File: src/rtl/uart_pkg.sv
// Shared types and constants for the UART receive front end.
// Optional feature macro: UART_RX_PARITY_EN (8E1 framing with a PARITY state).
package uart_pkg;

  localparam int unsigned NBITS = 8;

  typedef enum logic [2:0] {
    ST_IDLE      = 3'd0,
    ST_START     = 3'd1,
    ST_DATA      = 3'd2,
`ifdef UART_RX_PARITY_EN
    ST_PARITY    = 3'd3,
`endif
    ST_STOP      = 3'd4,
    ST_WAIT_HIGH = 3'd5
  } state_e;

  // Clocks per oversample tick, truncating.
  function automatic int unsigned calc_div(input int unsigned clk_hz,
                                           input int unsigned baud,
                                           input int unsigned os);
    return clk_hz / (baud * os);
  endfunction

endpackage

File: src/rtl/baud_tick_gen.sv
// Oversample tick generator: one-cycle tick every DIV clocks, phase reset by clr.
module baud_tick_gen #(
  parameter int unsigned DIV = 54
) (
  input  logic clk,
  input  logic rst_n,
  input  logic clr,
  output logic tick
);

  localparam int unsigned CNT_W = (DIV > 1) ? $clog2(DIV) : 1;
  localparam logic [CNT_W-1:0] CNT_LAST = CNT_W'(DIV - 1);

  logic [CNT_W-1:0] cnt_q, cnt_d;
  logic             tick_q, tick_d;

  // Next count and tick; clear restarts the phase and suppresses a pending tick.
  always_comb begin
    cnt_d  = cnt_q + CNT_W'(1);
    tick_d = 1'b0;
    if (clr) begin
      cnt_d = '0;
    end else if (cnt_q == CNT_LAST) begin
      cnt_d  = '0;
      tick_d = 1'b1;
    end
  end

  // Counter and tick registers.
  always_ff @(posedge clk or negedge rst_n) begin
    if (!rst_n) begin
      cnt_q  <= '0;
      tick_q <= 1'b0;
    end else begin
      cnt_q  <= cnt_d;
      tick_q <= tick_d;
    end
  end

  assign tick = tick_q;

endmodule

File: src/rtl/uart_rx_frontend.sv
// UART receiver (8N1, or 8E1 with UART_RX_PARITY_EN) with a one-byte valid/ready holding register.
module uart_rx_frontend
  import uart_pkg::*;
#(
  parameter int unsigned CLK_HZ     = 100_000_000,
  parameter int unsigned BAUD       = 115200,
  parameter int unsigned OVERSAMPLE = 16
) (
  input  logic       clk,
  input  logic       rst,
  input  logic       rx,
  output logic [7:0] data,
  output logic       valid,
  input  logic       ready,
  output logic       frame_err,
  output logic       overrun,
  output logic       busy
);

  localparam int unsigned DIV   = calc_div(CLK_HZ, BAUD, OVERSAMPLE);
  localparam int unsigned OS_W  = $clog2(OVERSAMPLE);
  localparam int unsigned BIT_W = $clog2(NBITS);
  localparam logic [OS_W-1:0]  OS_HALF = OS_W'(OVERSAMPLE / 2 - 1);
  localparam logic [OS_W-1:0]  OS_LAST = OS_W'(OVERSAMPLE - 1);
  localparam logic [BIT_W-1:0] BIT_LAST = BIT_W'(NBITS - 1);

  logic rx_meta_q, rx_sync_q, rx_prev_q;
  logic fall_c, tick, tick_clr_c, commit_c, ferr_c;

  state_e           state_q, state_d;
  logic [OS_W-1:0]  os_q, os_d;
  logic [BIT_W-1:0] bit_q, bit_d;
  logic [7:0]       shift_q, shift_d;
  logic             busy_q, busy_d;
  logic [7:0]       data_q, data_d;
  logic             valid_q, valid_d;
  logic             ferr_q, ferr_d;
  logic             ovr_q, ovr_d;
`ifdef UART_RX_PARITY_EN
  logic             perr_q, perr_d;
`endif

  // Two-flop synchronizer plus a delayed copy for falling-edge detection; idle-high reset.
  always_ff @(posedge clk or negedge rst) begin
    if (!rst) begin
      rx_meta_q <= 1'b1;
      rx_sync_q <= 1'b1;
      rx_prev_q <= 1'b1;
    end else begin
      rx_meta_q <= rx;
      rx_sync_q <= rx_meta_q;
      rx_prev_q <= rx_sync_q;
    end
  end

  assign fall_c = rx_prev_q & ~rx_sync_q;

  baud_tick_gen #(.DIV(DIV)) u_tick (
    .clk   (clk),
    .rst_n (rst),
    .clr   (tick_clr_c),
    .tick  (tick)
  );

  // Frame FSM: start validation at mid-bit, LSB-first data, optional parity, stop check.
  always_comb begin
    state_d    = state_q;
    os_d       = os_q;
    bit_d      = bit_q;
    shift_d    = shift_q;
    busy_d     = busy_q;
    tick_clr_c = 1'b0;
    commit_c   = 1'b0;
    ferr_c     = 1'b0;
`ifdef UART_RX_PARITY_EN
    perr_d     = perr_q;
`endif
    case (state_q)
      ST_IDLE: begin
        if (fall_c) begin
          state_d    = ST_START;
          os_d       = '0;
          bit_d      = '0;
          tick_clr_c = 1'b1;
`ifdef UART_RX_PARITY_EN
          perr_d     = 1'b0;
`endif
        end
      end
      ST_START: begin
        if (tick) begin
          if (os_q == OS_HALF) begin
            os_d = '0;
            if (rx_sync_q) begin
              state_d = ST_IDLE;
            end else begin
              state_d = ST_DATA;
              busy_d  = 1'b1;
            end
          end else begin
            os_d = os_q + OS_W'(1);
          end
        end
      end
      ST_DATA: begin
        if (tick) begin
          if (os_q == OS_LAST) begin
            os_d    = '0;
            shift_d = {rx_sync_q, shift_q[7:1]};
            bit_d   = bit_q + BIT_W'(1);
            if (bit_q == BIT_LAST) begin
`ifdef UART_RX_PARITY_EN
              state_d = ST_PARITY;
`else
              state_d = ST_STOP;
`endif
            end
          end else begin
            os_d = os_q + OS_W'(1);
          end
        end
      end
`ifdef UART_RX_PARITY_EN
      ST_PARITY: begin
        if (tick) begin
          if (os_q == OS_LAST) begin
            os_d    = '0;
            perr_d  = ^{shift_q, rx_sync_q};
            state_d = ST_STOP;
          end else begin
            os_d = os_q + OS_W'(1);
          end
        end
      end
`endif
      ST_STOP: begin
        if (tick) begin
          if (os_q == OS_LAST) begin
            os_d   = '0;
            busy_d = 1'b0;
            if (!rx_sync_q) begin
              ferr_c  = 1'b1;
              state_d = ST_WAIT_HIGH;
`ifdef UART_RX_PARITY_EN
            end else if (perr_q) begin
              ferr_c  = 1'b1;
              state_d = ST_IDLE;
`endif
            end else begin
              commit_c = 1'b1;
              state_d  = ST_IDLE;
            end
          end else begin
            os_d = os_q + OS_W'(1);
          end
        end
      end
      ST_WAIT_HIGH: begin
        if (rx_sync_q) state_d = ST_IDLE;
      end
      default: state_d = ST_IDLE;
    endcase
  end

  // Holding register: load when empty or being drained, otherwise flag the dropped byte.
  always_comb begin
    data_d  = data_q;
    valid_d = valid_q;
    ferr_d  = ferr_c;
    ovr_d   = 1'b0;
    if (commit_c) begin
      if (!valid_q || ready) begin
        data_d  = shift_q;
        valid_d = 1'b1;
      end else begin
        ovr_d = 1'b1;
      end
    end else if (valid_q && ready) begin
      valid_d = 1'b0;
    end
  end

  // State and output registers.
  always_ff @(posedge clk or negedge rst) begin
    if (!rst) begin
      state_q <= ST_IDLE;
      os_q    <= '0;
      bit_q   <= '0;
      shift_q <= '0;
      busy_q  <= 1'b0;
      data_q  <= '0;
      valid_q <= 1'b0;
      ferr_q  <= 1'b0;
      ovr_q   <= 1'b0;
`ifdef UART_RX_PARITY_EN
      perr_q  <= 1'b0;
`endif
    end else begin
      state_q <= state_d;
      os_q    <= os_d;
      bit_q   <= bit_d;
      shift_q <= shift_d;
      busy_q  <= busy_d;
      data_q  <= data_d;
      valid_q <= valid_d;
      ferr_q  <= ferr_d;
      ovr_q   <= ovr_d;
`ifdef UART_RX_PARITY_EN
      perr_q  <= perr_d;
`endif
    end
  end

  assign data      = data_q;
  assign valid     = valid_q;
  assign frame_err = ferr_q;
  assign overrun   = ovr_q;
  assign busy      = busy_q;

endmodule
File: config.mk
export PLATFORM = sky130hd
export DESIGN_NAME = uart_rx_frontend
export DESIGN_NICKNAME = d
export VERILOG_FILES = /design/src/rtl/uart_pkg.sv /design/src/rtl/baud_tick_gen.sv /design/src/rtl/uart_rx_frontend.sv
export SDC_FILE = /design/constraint.sdc
export NUM_CORES = 1
export LEC_CHECK = 0
export ABC_AREA = 1
export CELL_PAD_IN_SITES_DETAIL_PLACEMENT = 1
export CELL_PAD_IN_SITES_GLOBAL_PLACEMENT = 1
export CORE_UTILIZATION = 40
export DETAILED_ROUTE_END_ITERATION = 8
export GPL_ROUTABILITY_DRIVEN = 1
export HOLD_SLACK_MARGIN = 0.06
export PLACE_DENSITY = 0.75
export SLEW_MARGIN = 20
export SYNTH_ARGS = -nofsm -noshare
export SYNTH_HDL_FRONTEND = slang
export SYNTH_SLANG_ARGS = --single-unit
File: constraint.sdc
create_clock -name clk -period 4.84 [get_ports clk]
set_clock_uncertainty 0.05 [all_clocks]
set_input_delay 0.726 -clock clk [delete_from_list [all_inputs] [get_ports clk]]
set_output_delay 0.726 -clock clk [all_outputs]
set_load 0.03 [all_outputs]
==> results.sh <==
export IMPL_grt_total_usage_pct=18.2
export IMPL_synth_largest_area_cell="dfrtp_1"
export IMPL_grt_antenna_before_repair=0
export IMPL_layout_min_cycle_time_ns=2.14
export IMPL_final_antenna_net_count=0
export IMPL_syn_nets=229
export IMPL_fin_nets=249
export IMPL_rr_endpoint="data[3]"
export IMPL_p_leak_nw=1.08
export IMPL_regArea_mm2=0.00100
export IMPL_synth_flop_cell="dfrtp_1"
export IMPL_die_y_um=71.1
export IMPL_start_util_pct=42.7
export IMPL_power_share_sequential_pct=49.3
export IMPL_hp_start="rx_meta_q"
export IMPL_outcome="finished clean"
export IMPL_wirelength_mm=3.97
export IMPL_grt_use_met2_pct=30.2
export IMPL_top_usage_layer="met2"
export IMPL_clock_latency_ns=0.29
export IMPL_route_detailed_drc=0
export IMPL_yosys_warnings=0
export IMPL_cp_required_ns=4.06
export IMPL_slowest_stage="clkdlybuf4s50_1"
export IMPL_p_per_area_mw_per_mm2=380
export IMPL_ys_types=26
export IMPL_via_per_inst=4.98
export IMPL_io_pins=16
export IMPL_switchingPower_mw=0.280
export IMPL_grt_pass1_wl_mm=6.97
export IMPL_pwr_share_comb_pct=22.9
export IMPL_hp_class="flip-flop to flip-flop"
export IMPL_ys_ff_latch=40
export IMPL_start_kind="flip-flop"
export IMPL_ys_seq_area_share_pct=52.6
export IMPL_reg2reg_slack_ns=3.07
export IMPL_clockRootBuffer="clkbuf_8"
export IMPL_arrival_ns=1.36
export IMPL_place_area_mm2=0.00210
export IMPL_swShare_pct=33.5
export IMPL_overflow=0
export IMPL_grtUsageMet3_pct=4.27
export IMPL_worst_pin_slew_ns=0.910
export IMPL_clk_transition_reported_paths_ns=0.08
export IMPL_drv_cap=0
export IMPL_antenna_cells=0
export IMPL_netlist_area_mm2=0.00191
export IMPL_hold_depth=0
export IMPL_die_width_um=71.1
export IMPL_relSlewSlack_pct=39.3
export IMPL_cts_tree="yes"
export IMPL_synth_top_cell_area_share_pct=48.5
export IMPL_drive_gt1_share_pct=13.3
export IMPL_portBuffers=15
export IMPL_async_flop_share_pct=100
export IMPL_synthTopCellsByCount="60 x nand2_1, 37 x dfrtp_1, 24 x inv_1"
export IMPL_cts_setup_buffers=0
export IMPL_r2r_start="os_q[0]"
export IMPL_final_core_util_pct=49.1
export IMPL_place_congestion=0.803
export IMPL_dr_pass1_iters=6
export IMPL_final_cell_area_mm2=0.00220
export IMPL_cts_buffers=5
export IMPL_area_growth_pct=15.1
export IMPL_crit_fanout=2
export IMPL_cp_num_buf_inv=1
export IMPL_die_area_mm2=0.00505
export IMPL_synth_edf_count=0
export IMPL_reg2reg_depth=8
export IMPL_ir_drop_uv=223
export IMPL_grt_pass1_vias=1522
export IMPL_row_count=24
export IMPL_cts_resized=0
export IMPL_max_freq_mhz=467
export IMPL_p_clk_share_pct=27.8
export IMPL_post_drt_wl_per_cell_um=13.5
export IMPL_crit_path_cell_trace="clkdlybuf4s50_1"
export IMPL_min_period_over_period_pct=44.2
export IMPL_use_met1_pct=23.8
export IMPL_path_class="flip-flop to output port"
export IMPL_yosysMostFrequentCell="nand2_1"
export IMPL_rsz0062_at_grt="no"
export IMPL_cts_sinks=40
export IMPL_synthTopCellsByArea="dfrtp_1 48%, nand2_1 12%, nand3_1 5.5%, inv_1 4.7%, dfstp_2 4.1%"
export IMPL_htree_num_levels=2
export IMPL_drtIter0Drc=59
export IMPL_holdBufCountCts=0
export IMPL_critPathTopFamily="buffers and inverters"
export IMPL_coreArea_mm2=0.00447
export IMPL_slew_violations=0
export IMPL_min_to="rx_sync_q"
export IMPL_intPower_mw=0.554
export IMPL_fill_cells=545
export IMPL_clk_path_buf_depth=2
export IMPL_hold_viol=0
export IMPL_cp_end_kind="output port"
export IMPL_dp_hpwl_mm=2.92
export IMPL_setup_tns_ns=0
export IMPL_grt_max_degree=41
export IMPL_vias=1459
export IMPL_syn_avg_cell_area_um2=8.68
export IMPL_setup_viol_count_final=0
export IMPL_synth_cells=220
export IMPL_multi_input_area_um2=795
export IMPL_critPathMaxStageDelay_ns=0.69
[state kept, by name (all words and copies together) (netlist names), 3 cells and up]
| signal | cells |
|---|---|
| os_q | 4 |
| shift_q | 8 |
| data | 8 |
| bit_q | 3 |
| u_tick.cnt_q | 6 |
| state_q | 3 |
[per-layer routing]
| layer | vias to the layer above | part of all wire (%) |
|---|---|---|
| met1 | 701 | 48 |
| met5 | - | 0 |
| met3 | 2 | 2.0 |
| met4 | 0 | 0.58 |
| li1 | 744 | - |
| met2 | 12 | 50 |
[power by group through the flow]
stage,registers [mW],logic (mW),clock network [mW]
global placement,0.417,0.188,0
floorplan,0.408,0.150,0
global route,0.417,0.229,0.254
finish,0.411,0.191,0.232
detailed placement,0.419,0.194,0
CTS,0.412,0.195,0.240
[area by class of cell]
| type | count | area share, % |
|---|---|---|
| multi-input cells | 153 | 36.2 |
| inverters | 25 | 4.27 |
| clock buffers | 7 | 3.93 |
| well taps | 52 | 2.96 |
| flip-flops and latches | 40 | 45.7 |
| repair buffers | 15 | 6.61 |
| clock inverters | 1 | 0.342 |
[worst max path at each step]
stage	slack, ns	start	endpoint	cells past startpoint
floorplan	3.32	os_q[0]	data[7]	9
global placement	2.89	ready	data[5]	6
detailed placement	2.83	ready	data[3]	6
CTS	2.68	data[7]	data[7]	1
global route	2.65	data[1]	data[1]	1
finish	2.70	data[7]	data[7]	1
[stage by stage]
stage	hold slack [ns]	std cells	total power [mW]	worst slack [ns]
5_1_grt	0.319	293	0.899	2.65
3_3_place_gp	0.296	285	0.606	2.89
6_report	0.310	293	0.834	2.70
2_1_floorplan	0.295	220	0.558	3.32
4_1_cts	0.311	293	0.847	2.68
3_5_place_dp	0.303	285	0.613	2.83
[cell usage in the layout, fill, tap and decap left out, drive strengths merged]
cell type      count
nor3               1
nor3b              1
nor2              25
ha                 5
clkbuf             7
dfrtp             37
nand4              6
inv               25
or2                1
o21ai             22
nand3             22
clkinvlp           1
nand2             66
nand3b             1
buf                1
clkdlybuf4s50     14
xor2               1
xnor2              1
dfstp              3
nor4               1
[kinds of logic after synthesis]
kind of cell | share of synthesized area, %
AND/OR/NAND/NOR | 30.3
buffers and inverters | 5.77
flip-flops | 52.6
adder cells (fa/ha/maj) | 3.28
AO/OA/AOI/OAI | 7.14
XOR/XNOR | 0.918
(Power assumes the default switching activity.)
